==> src/rtl/parser_defs.sv <==
// Shared parser definitions: message type and side encodings plus the parsed message record
// exchanged between the parser, the message FIFO and the order book.
package parser_defs;

  typedef enum logic [1:0] {
    MSG_ADD    = 2'd0,
    MSG_UPDATE = 2'd1,
    MSG_DELETE = 2'd2,
    MSG_TRADE  = 2'd3
  } msg_type_t;

  typedef enum logic {
    ORDER_SIDE_BID = 1'b0,
    ORDER_SIDE_ASK = 1'b1
  } order_side_t;

  typedef struct packed {
    msg_type_t   msg_type;
    order_side_t side;
    logic [31:0] order_id;
    logic [31:0] price;
    logic [31:0] qty;
  } parsed_msg_t;

endpackage

==> src/rtl/parsed_msg_fifo_if.sv <==
// Push/pop handshake between the parser (write side), the FIFO and the order book (read side).
interface parsed_msg_fifo_if;
  import parser_defs::*;

  logic        wr_en;
  parsed_msg_t wr_msg;
  logic        full;
  logic        almost_full;
  logic        read_en;
  parsed_msg_t parsed_message;
  logic        empty;

  modport master (
    output wr_en, wr_msg, read_en,
    input  full, almost_full, parsed_message, empty
  );

  modport slave (
    input  wr_en, wr_msg, read_en,
    output full, almost_full, parsed_message, empty
  );

endinterface

==> src/rtl/parsed_msg_fifo_ptr_ctrl.sv <==
// Reusable FIFO pointer/flag/occupancy controller: wrap-bit pointers, with every flag
// registered from the next-state pointers.
module fifo_ptr_ctrl #(
  parameter int DEPTH              = 16,
  parameter int ALMOST_FULL_MARGIN = 2,
  localparam int ADDR_W            = $clog2(DEPTH),
  localparam int PTR_W             = ADDR_W + 1
) (
  input  logic              clk,
  input  logic              reset,
  input  logic              wr_en,
  input  logic              rd_en,
  output logic              push,
  output logic              pop,
  output logic [ADDR_W-1:0] wr_addr,
  output logic [ADDR_W-1:0] rd_addr,
  output logic              empty,
  output logic              full,
  output logic              almost_full,
  output logic [PTR_W-1:0]  count,
  output logic [PTR_W-1:0]  count_nxt
);

  logic [PTR_W-1:0] wr_ptr, rd_ptr;
  logic [PTR_W-1:0] wr_ptr_nxt, rd_ptr_nxt;

  // A pop at full frees the slot the same-cycle push lands in.
  assign push = wr_en && (!full || rd_en);
  assign pop  = rd_en && !empty;

  assign wr_ptr_nxt = wr_ptr + PTR_W'(push);
  assign rd_ptr_nxt = rd_ptr + PTR_W'(pop);
  assign count_nxt  = wr_ptr_nxt - rd_ptr_nxt;

  assign wr_addr = wr_ptr[ADDR_W-1:0];
  assign rd_addr = rd_ptr[ADDR_W-1:0];

  // NOTE: sequential state uses non-blocking assignments so every register samples pre-edge values.
  always_ff @(posedge clk) begin
    if (reset) begin
      wr_ptr      <= '0;
      rd_ptr      <= '0;
      count       <= '0;
      empty       <= 1'b1;
      full        <= 1'b0;
      almost_full <= 1'b0;
    end else begin
      wr_ptr      <= wr_ptr_nxt;
      rd_ptr      <= rd_ptr_nxt;
      count       <= count_nxt;
      empty       <= (wr_ptr_nxt == rd_ptr_nxt);
      full        <= (wr_ptr_nxt[ADDR_W-1:0] == rd_ptr_nxt[ADDR_W-1:0]) &&
                     (wr_ptr_nxt[ADDR_W] != rd_ptr_nxt[ADDR_W]);
      almost_full <= (count_nxt >= PTR_W'(DEPTH - ALMOST_FULL_MARGIN));
    end
  end

endmodule

==> src/rtl/parsed_msg_fifo.sv <==
// Show-ahead message buffer between the parser and the order book, with drop and
// occupancy telemetry so burst losses are observable.
module parsed_msg_fifo
  import parser_defs::*;
#(
  parameter int DEPTH              = 16,
  parameter int ALMOST_FULL_MARGIN = 2,
  parameter int CNT_W              = 16,
  localparam int ADDR_W            = $clog2(DEPTH),
  localparam int PTR_W             = ADDR_W + 1
) (
  input  logic                 clk,
  input  logic                 reset,
  parsed_msg_fifo_if.slave     bus,
  output logic [PTR_W-1:0]     count,
  output logic [PTR_W-1:0]     high_water,
  output logic [CNT_W-1:0]     overflow_cnt,
  output logic                 underflow
);

  parsed_msg_t       mem [DEPTH];
  logic              push, pop;
  logic [ADDR_W-1:0] wr_addr, rd_addr;
  logic [PTR_W-1:0]  count_nxt;

  fifo_ptr_ctrl #(
    .DEPTH              (DEPTH),
    .ALMOST_FULL_MARGIN (ALMOST_FULL_MARGIN)
  ) u_ptr_ctrl (
    .clk         (clk),
    .reset       (reset),
    .wr_en       (bus.wr_en),
    .rd_en       (bus.read_en),
    .push        (push),
    .pop         (pop),
    .wr_addr     (wr_addr),
    .rd_addr     (rd_addr),
    .empty       (bus.empty),
    .full        (bus.full),
    .almost_full (bus.almost_full),
    .count       (count),
    .count_nxt   (count_nxt)
  );

  // NOTE: storage has no reset; the pointers alone decide which slots hold valid data.
  always_ff @(posedge clk) begin
    if (push && !reset) mem[wr_addr] <= bus.wr_msg;
  end

  assign bus.parsed_message = bus.empty ? '0 : mem[rd_addr];

  always_ff @(posedge clk) begin
    if (reset) begin
      high_water   <= '0;
      overflow_cnt <= '0;
      underflow    <= 1'b0;
    end else begin
      if (count_nxt > high_water) high_water <= count_nxt;
      if (bus.wr_en && bus.full && !bus.read_en && (overflow_cnt != '1))
        overflow_cnt <= overflow_cnt + CNT_W'(1);
      if (bus.read_en && bus.empty) underflow <= 1'b1;
    end
  end

endmodule
==> src/flat_wrapper.sv <==
// flat-port wrapper written by rule: the top's interface ports become plain ports
module parsed_msg_fifo_flat import parser_defs::*;
#(
  parameter int DEPTH              = 16,
  parameter int ALMOST_FULL_MARGIN = 2,
  parameter int CNT_W              = 16,
  localparam int ADDR_W            = $clog2(DEPTH),
  localparam int PTR_W             = ADDR_W + 1
)
  (clk, reset, count, high_water, overflow_cnt, underflow, bus_wr_en, bus_wr_msg, bus_read_en, bus_full, bus_almost_full, bus_parsed_message, bus_empty);
  parsed_msg_fifo_if bus_i ();
  input  logic clk;
  input  logic reset;
  output logic [PTR_W-1:0] count;
  output logic [PTR_W-1:0] high_water;
  output logic [CNT_W-1:0] overflow_cnt;
  output logic underflow;
  input wire logic [$bits(bus_i.wr_en)-1:0] bus_wr_en;
  input wire logic [$bits(bus_i.wr_msg)-1:0] bus_wr_msg;
  input wire logic [$bits(bus_i.read_en)-1:0] bus_read_en;
  output wire logic [$bits(bus_i.full)-1:0] bus_full;
  output wire logic [$bits(bus_i.almost_full)-1:0] bus_almost_full;
  output wire logic [$bits(bus_i.parsed_message)-1:0] bus_parsed_message;
  output wire logic [$bits(bus_i.empty)-1:0] bus_empty;
  assign bus_i.wr_en = bus_wr_en;
  assign bus_i.wr_msg = bus_wr_msg;
  assign bus_i.read_en = bus_read_en;
  assign bus_full = bus_i.full;
  assign bus_almost_full = bus_i.almost_full;
  assign bus_parsed_message = bus_i.parsed_message;
  assign bus_empty = bus_i.empty;
  parsed_msg_fifo #(.DEPTH(DEPTH), .ALMOST_FULL_MARGIN(ALMOST_FULL_MARGIN), .CNT_W(CNT_W)) u_core (.clk(clk), .reset(reset), .bus(bus_i), .count(count), .high_water(high_water), .overflow_cnt(overflow_cnt), .underflow(underflow));
endmodule
==> config.mk <==
export PLATFORM = sky130hd
export DESIGN_NAME = parsed_msg_fifo_flat
export DESIGN_NICKNAME = d
export VERILOG_FILES = /design/src/rtl/parser_defs.sv /design/src/rtl/parsed_msg_fifo_if.sv /design/src/rtl/parsed_msg_fifo_ptr_ctrl.sv /design/src/rtl/parsed_msg_fifo.sv /design/src/flat_wrapper.sv
export SDC_FILE = /design/constraint.sdc
export NUM_CORES = 1
export LEC_CHECK = 0
export CAP_MARGIN = 0
export CORE_MARGIN = 2
export CORE_UTILIZATION = 50
export CTS_CLUSTER_SIZE = 16
export DETAILED_ROUTE_END_ITERATION = 12
export PLACE_DENSITY_LB_ADDON = 0.3
export SYNTH_ARGS = -nofsm -noshare
export SYNTH_HDL_FRONTEND = slang
export SYNTH_SLANG_ARGS = --single-unit
==> constraint.sdc <==
create_clock -name clk -period 27.3 [get_ports clk]
set_input_delay 4.095 -clock clk [delete_from_list [all_inputs] [get_ports clk]]
set_output_delay 4.095 -clock clk [all_outputs]
set_load 0.005 [all_outputs]
# --- After elaboration in Yosys (flattened, before gate mapping) ---
# Memory sizes are Yosys's and may differ from the RTL's. A register that Yosys moved wholly into a read port is not among the register bits.
# Cells that the tools add are included.
classes:
  n_reduce_logical: 13
  eq_ne: 4
  order_cmp: 2
  mux: 4
  addsub: 4
ops:
  columns: ["cell", "count"]
  rows:
  - ["99-bit 2-to-1 mux", 1]
  - ["16-bit by 1-bit adder with 16-bit output (second input constant)", 1]
  - ["16-bit inequality test (second input constant)", 1]
  - ["5-bit by 1-bit adder with 5-bit output", 2]
  - ["1-bit logical AND", 8]
  - ["5-bit equality test", 1]
  - ["5-bit by 4-bit greater-or-equal comparator with 1-bit output (second input constant)", 1]
  - ["5-bit greater-than comparator", 1]
  - ["5-bit subtractor", 1]
  - ["4-bit equality test", 1]
  - ["1-bit logical NOT", 4]
  - ["4-bit 2-to-1 mux", 1]
  - ["1-bit 2-to-1 mux", 2]
  - ["1-bit logical OR", 1]
  - ["1-bit inequality test", 1]
totals:
  wordCells: 37
  reg_bits: 40
  output_inout_bits: 129
  memories: 1
  in_bits: 103
  ram_bits: 1584
mem_list:
  columns: ["memory", "words", "word_bits", "rd", "rd_clocked_by_memory_dff", "write_ports", "line_no", "rtl"]
  rows:
  - ["u_core.mem", 16, 99, 1, 1, 1, "parsed_msg_fifo.sv:21", "parsed_msg_t mem [DEPTH];"]

# --- Logic depth before layout (Yosys ltp) ---
# Gate-level depths: netlist (run 1).
depth:
  depth_word: 6
  mapped_depth: 19
  mapped_depth_nobuf: 19

# --- Hierarchy ---
# From an unflattened synthesis (run 1), not the netlist that was laid out.
unflattened:
  hier_cells: 2799
  hier_area_um2: 61622.9
by_module_without_submodules:
  columns: ["module", "cells_each", "instances", "area_each_um2", "seq_area_each_um2"]
  rows:
  - ["parsed_msg_fifo", 2708, 1, 60762.0, 48006.0]
  - ["fifo_ptr_ctrl", 91, 1, 860.8, 360.3]

# --- Least setup slack after synthesis (run 1) ---
# Ideal clock, no wire load.
synth_path:
  path_kind: "input to register"
  start: "input reset"
  end: "memory u_core.mem[0][0] (netlist bit) (enable)"
  cell_stages: 4
  t_arrival_ns: 11.615
  slack_ns: 15.007
  t_required_ns: 26.622
  path_cell_list: "clkbuf_1 or2_2 or3_1 nor3_1"
synth_between:
  elab_chain_cells: 4
synth_lines:
  columns: ["element", "line_no", "rtl"]
  rows:
  - ["from (decl)", "flat_wrapper.sv:13", "input logic reset;"]
  - ["1-bit logical NOT", "parsed_msg_fifo.sv:47", "if (push && !reset) mem[wr_addr] <= bus.wr_msg;"]
  - ["1-bit logical AND", "parsed_msg_fifo.sv:47", null]
  - ["1-bit 2-to-1 mux", "parsed_msg_fifo.sv:47", null]
  - ["1-bit 2-to-1 mux (implied by the code)", "parsed_msg_fifo.sv:47", null]
  - ["to (decl)", "parsed_msg_fifo.sv:21", null]
# No other way between the ends.

==> results of run 1 <==
==> cell type report <==
cell class	instances	share of cell area, %
antenna	3	0.0105
clock buffer	196	5.95
clock inverter	87	1.16
inverter	14	0.0737
multi-input combinational	770	18.2
sequential	1624	67.8
tap	1637	2.87
timing repair buffer	278	3.91
==> flip-flops by register name, summed over array words and instances, names as in the netlist, 5 cells and up <==
signal	count
u_core.high_water	5
u_core.u_ptr_ctrl.rd_ptr	5
u_core.overflow_cnt	16
u_core.u_ptr_ctrl.count	5
u_core.mem	1584
u_core.u_ptr_ctrl.wr_ptr	5
==> synthesized netlist by cell type (all sizes together) <==
library cell / n
edfxtp: 1584
mux4: 495
nor2b: 105
clkbuf: 65
buf: 63
nor2: 51
dfxtp: 40
xor2: 17
ha: 15
inv: 14
nand3: 13
nand2: 11
xnor2: 11
a21oi: 9
o21ai: 7
nor3: 6
nand4: 5
mux2i: 4
nand2b: 3
or3: 3
nand3b: 2
o22ai: 2
or2: 2
a2111oi: 1
a211oi: 1
a31o: 1
a31oi: 1
and3: 1
nor4: 1
nor4b: 1
o31ai: 1
or4: 1
==> stage by stage <==
stage | instance area [sq um] | hold WS [ns] | setup slack, ns
final | 71300 | 0.485 | 17.84
after global routing | 71300 | 0.504 | 17.44
after CTS | 71300 | 0.480 | 17.67
after detailed placement | 66200 | 0.472 | 18.50
after global placement | 66200 | 0.452 | 18.56
after floorplan | 61900 | 0.460 | 15.01
==> worst max-delay path: cells and delay by family (launching register included) <==
family,cells,cell delay [ns]
buffers and inverters,3,2.26
DFF,1,1.03
muxes,2,0.93
and+or+nand+nor,1,0.20
==> power groups by stage <==
stage               clock (mW)  sequential [mW]  combinational (mW)
global placement             0             2.83               0.485
floorplan                    0             2.82               0.318
CTS                       2.17             2.78               0.502
detailed placement           0             2.83               0.498
finish                    2.13             2.78               0.492
global route              2.27             2.78               0.530
==> worst max-delay path by stage <==
stage / endpoint / slack, ns / from / cells past startpoint
after floorplan: u_core.mem[0][0]$_DFFE_PP_ / 15.01 / reset / 4
after global placement: bus_parsed_message[79] / 18.56 / u_core.u_ptr_ctrl.rd_ptr[0]$_SDFF_PP0_ / 6
final: bus_parsed_message[92] / 17.84 / u_core.u_ptr_ctrl.rd_ptr[1]$_SDFF_PP0_ / 6
after detailed placement: bus_parsed_message[79] / 18.50 / u_core.u_ptr_ctrl.rd_ptr[0]$_SDFF_PP0_ / 6
after global routing: bus_parsed_message[79] / 17.44 / u_core.u_ptr_ctrl.rd_ptr[0]$_SDFF_PP0_ / 6
after CTS: bus_parsed_message[79] / 17.67 / u_core.u_ptr_ctrl.rd_ptr[0]$_SDFF_PP0_ / 6
==> cell families (layout without fill, tap and decap cells) <==
kind of cell,Yosys count,after routing,share of synthesized area [%]
other,0,3,0
adder cells (fa/ha/maj),15,15,0.303
flip-flops,1624,1624,78.1
buffers and inverters,142,575,1.16
AO/OA/AOI/OAI,23,23,0.212
multiplexers,499,499,18.1
XOR/XNOR,28,28,0.396
AND/OR/NAND/NOR,205,205,1.79
==> routing by layer <==
| metal | global-route usage [%] | vias up | wire, um |
|---|---|---|---|
| li1 | - | 11500 | - |
| met1 | 30.8 | 15100 | 55800 |
| met2 | 35.3 | 1057 | 68200 |
| met3 | 4.73 | 194 | 10300 |
| met4 | 5.07 | 32 | 2380 |
| met5 | 0 | - | 207 |
==> impl_metrics.toml, run 1 <==
[grt]
antenna_found_initial = 21
grt_overflow = 0
track_usage_pct = 21.8
grt_pass1_vias = 29000
grt_pass1_wl_um = 198000
grt_start_max_net_pins = 146

[sta]
hold_viol = 0
setup_viol = 0
clock_skew_ns = 0.0267
rsz0062_at_grt = "false"
maxSlewHeadroom_pct = 27.2
max_slew.worst_pin.slew_ns = 1.09
finalSetupTns_ns = 0
min_period_over_period_pct = 34.7
max_freq_mhz = 106
fin_crit_ns = 9.46
slew_violations = 0

[setup_path]
crit_slowest_cell = "dfxtp_4"
crit_chain = "buf_4 > buf_4 > mux4_2 > mux4_2 > nor2b_1 > clkdlybuf4s50_1"
worstSetupPathType = "reg2out"
r2r-start = "u_core.u_ptr_ctrl.rd_ptr[1]$_SDFF_PP0_"
r2r_setup_slack_ns = 21.95
end_kind = "output port"
crit_required_ns = 23.20
arrival_ns = 5.36
critPathMaxFanout = 67
cp-start-kind = "flip-flop"
cp_slowest_stage_delay_ns = 1.03
rr_endpoint = "u_core.high_water[1]$_SDFFE_PP0N_"
worstRegToRegCells = 16

[worst_hold_path]
hold_class = "reg2reg"
holdCritStartpoint = "u_core.underflow$_SDFFE_PP0P_"
min_to = "u_core.underflow$_SDFFE_PP0P_"
hold_depth = 2

[cts]
clock_latency_ns = 0.78
cts_htree_levels = 4
cts_resized = 0
hold_buffers = 0
ctsRootBufferMaster = "clkbuf_16"
clock_path_buffers = 3
post-cts-setup-buffers = 0
cts_buffers = 159
cts_tree = "done"
clock_sinks = 1624
clk_pin_slew_ns = 0.06

[logic_synthesis]
synth_area_leader_cell = "edfxtp_1"
syn_avg_cell_area_sq_um = 24.4
synth.yosys.warnings = 0
synth-seq-area-share_pct = 78.1
netlist_area_sq_um = 61900
yosysUniqueCellTypes = 35
synth_top_cell_area_share_pct = 76.8
yosys-top-cells-area = "edfxtp_1 77%, mux4_2 18%, dfxtp_1 1.3%"
postSynthCellCount = 2536
syn-num-nets = 2654
ys_seq_elements = 1624

[layout]
instances_no_fill = 4609
final_cell_mix = "1,584 x edfxtp_1, 495 x mux4_2, 231 x clkdlybuf4s50_1, 165 x clkbuf_16, 105 x nor2b_1"
drive_gt1_share_pct = 26.4
layout_commonest_cell = "edfxtp_1"
multi_input_area_sq_um = 13000
seq_area_sq_um = 48400
syn_to_final_growth_pct = 15.2
final_nets = 2965
final_util_pct = 57.8
n_fill_cell = 8608

[pwr]
p_leak_nw = 21.4
p_comb_share_pct = 9.1
p_per_area_nw_per_um2 = 75.7
pwr-share-seq_pct = 51.4
ir_worst_vdd_v = 0.0000706
p_switching_mw = 1.15
p_int_mw = 4.25
power.total_mw = 5.40
swShare_pct = 21.2
p_clk_share_pct = 39.5

[floorplanning]
initial_core_util_pct = 50.2
die_y_um = 356
pin_count = 232
dieArea_sq_um = 127000
placementRows = 129
core-area_sq_um = 123000
die_x_um = 356

[place]
place.gp.congestion = 0.773
port_buffers = 231
hpwl_um = 64300
post-place-cells = 4323

[routing]
wire_per_inst_um = 29.7
post-route-drc-count = 0
drtIter0Drc = 3302
antenna_left = 0
drtPass1Iterations = 7
via_per_inst = 6.04
wirelength_um = 137000
vias = 27900

[status]
status = "finished clean"

[flow_run]
cap_violations = 0
(Power assumes the default switching activity.)
==> run 2, diff against run 1 <==
Clock period 27.3 ns to 9.5 ns, I/O delays scaled along.
==> impl_metrics.toml, run 2 (same netlist as run 1, synthesis figures left out) <==
[floorplanning]
initial_core_util_pct = 50.2
core-area_sq_um = 123000
die_x_um = 356
dieArea_sq_um = 127000
placementRows = 129
pin_count = 232
die_y_um = 356

[cts]
cts_tree = "done"
clock_latency_ns = 0.79
clk_pin_slew_ns = 0.06
clock_path_buffers = 3
clock_sinks = 1624
cts_buffers = 159
cts_htree_levels = 4
post-cts-setup-buffers = 0
hold_buffers = 0
cts_resized = 0
ctsRootBufferMaster = "clkbuf_16"

[place]
port_buffers = 231
place.gp.congestion = 0.797
hpwl_um = 66500

[layout]
final_util_pct = 57.8
largest_reg_flops = 1584
regMostFlops = "u_core.mem"
top_regs = "u_core.mem (1584), u_core.overflow_cnt (16)"
final_cell_mix = "1,584 x edfxtp_1, 495 x mux4_2, 231 x clkdlybuf4s50_1, 162 x clkbuf_16, 105 x nor2b_1"
layout_commonest_cell = "edfxtp_1"
drive_gt1_share_pct = 26.3
syn_to_final_growth_pct = 15.1
n_fill_cell = 8673
final_nets = 2968

[grt]
antenna_found_initial = 24
track_usage_pct = 21.8
grt_start_max_net_pins = 165
grt_pass1_vias = 29100
grt_pass1_wl_um = 198000
grt_overflow = 0

[setup_path]
critPathLaunch = "u_core.u_ptr_ctrl.rd_ptr[0]$_SDFF_PP0_"
worstSetupPathType = "reg2out"
crit_slowest_cell = "buf_4"
crit_chain = "buf_4 > buf_4 > mux4_2 > mux4_2 > nor2b_1 > clkdlybuf4s50_1"
critPathMaxFanout = 37
arrival_ns = 4.74
cp-start-kind = "flip-flop"
cp_slowest_stage_delay_ns = 0.70
r2r-start = "u_core.u_ptr_ctrl.rd_ptr[1]$_SDFF_PP0_"
end_kind = "output port"
crit_required_ns = 8.08
r2r_setup_slack_ns = 4.49

[pwr]
p_comb_share_pct = 9.2
p_int_mw = 12.1
ir_worst_vdd_v = 0.000162
swShare_pct = 21.4
p_per_area_nw_per_um2 = 216
p_leak_nw = 21.4
p_switching_mw = 3.29
pwr-share-seq_pct = 51.9
p_clk_share_pct = 38.9

[routing]
drtIter0Drc = 3422
post-route-drc-count = 0
antenna_left = 0
wirelength_um = 136000
wire_per_inst_um = 29.5
vias = 28000
drtPass1Iterations = 5
via_per_inst = 6.06

[status]
status = "finished clean"

[worst_hold_path]
holdCritStartpoint = "u_core.underflow$_SDFFE_PP0P_"
hold_class = "reg2reg"

[sta]
max_slew.worst_pin.slew_ns = 1.16
hold_viol = 0
setup_viol = 0
maxSlewHeadroom_pct = 22.7
fin_crit_ns = 6.16
slew_violations = 0
min_period_over_period_pct = 64.9
max_freq_mhz = 162
clock_skew_ns = 0.0174
finalSetupTns_ns = 0
rsz0062_at_grt = "false"

[flow_run]
cap_violations = 0
[run 2: changes by cell type in the layout (fill, tap and decap cells not counted), sizes merged]
cell | before | now
clkinvlp | 5 | 2
bufinv | 13 | 10
buf | 47 | 50
inv | 22 | 18
clkbuf | 196 | 200
diode | 3 | 12
clkinv | 61 | 67
[run 2: worst paths after layout]
| path | end | depth (start not counted) |
|---|---|---|
| worst max-delay path | bus_parsed_message[87] | 6 |
| worst min-delay path | u_core.underflow$_SDFFE_PP0P_ | 2 |
| worst min register to register | u_core.underflow$_SDFFE_PP0P_ | 2 |
| worst max register to register | u_core.high_water[1]$_SDFFE_PP0N_ | 16 |
[run 2: layer usage]
metal	share of wire, %	up-vias	global-route usage (%)
li1	-	11500	-
met1	41	15200	30.1
met2	50	1118	35.6
met3	7.0	200	4.31
met4	2.0	20	6.41
met5	0.090	-	0
[run 2: stage by stage]
| stage | power [mW] | cells | instance area, sq um | hold WS (ns) | setup slack, ns |
|---|---|---|---|---|---|
| 6_report | 15.4 | 4621 | 71300 | 0.497 | 3.34 |
| 5_1_grt | 15.9 | 4615 | 71300 | 0.528 | 2.98 |
| 4_1_cts | 15.5 | 4609 | 71200 | 0.501 | 3.19 |
| 3_5_place_dp | 9.57 | 4326 | 66300 | 0.486 | 3.83 |
| 3_3_place_gp | 9.53 | 4326 | 66300 | 0.454 | 3.98 |
| 2_1_floorplan | 9.02 | 2536 | 61900 | 0.460 | 0.0644 |
[run 2: power groups by stage]
stage	Combinational, mW	Clock [mW]	Sequential, mW
floorplan	0.913	0	8.11
global placement	1.39	0	8.13
detailed placement	1.43	0	8.14
CTS	1.44	6.11	7.99
global route	1.52	6.38	7.99
finish	1.41	5.99	7.99
[run 2: cell type report]
class / count / area [sq um] / share of cell area, %
inverter: 14 / 52.6 / 0.0737
antenna: 12 / 30.0 / 0.0421
clock inverter: 83 / 747 / 1.05
sequential: 1624 / 48400 / 67.9
tap: 1637 / 2050 / 2.87
multi-input combinational: 770 / 13000 / 18.2
clock buffer: 200 / 4220 / 5.92
timing repair buffer: 281 / 2810 / 3.95
[run 2: worst max-delay path, delay by kind of cell, from the launching register on]
| kind | cells | cell delay, ns |
|---|---|---|
| simple gates | 1 | 0.22 |
| buf+inv | 3 | 1.92 |
| flops | 1 | 0.67 |
| mux | 2 | 1.06 |
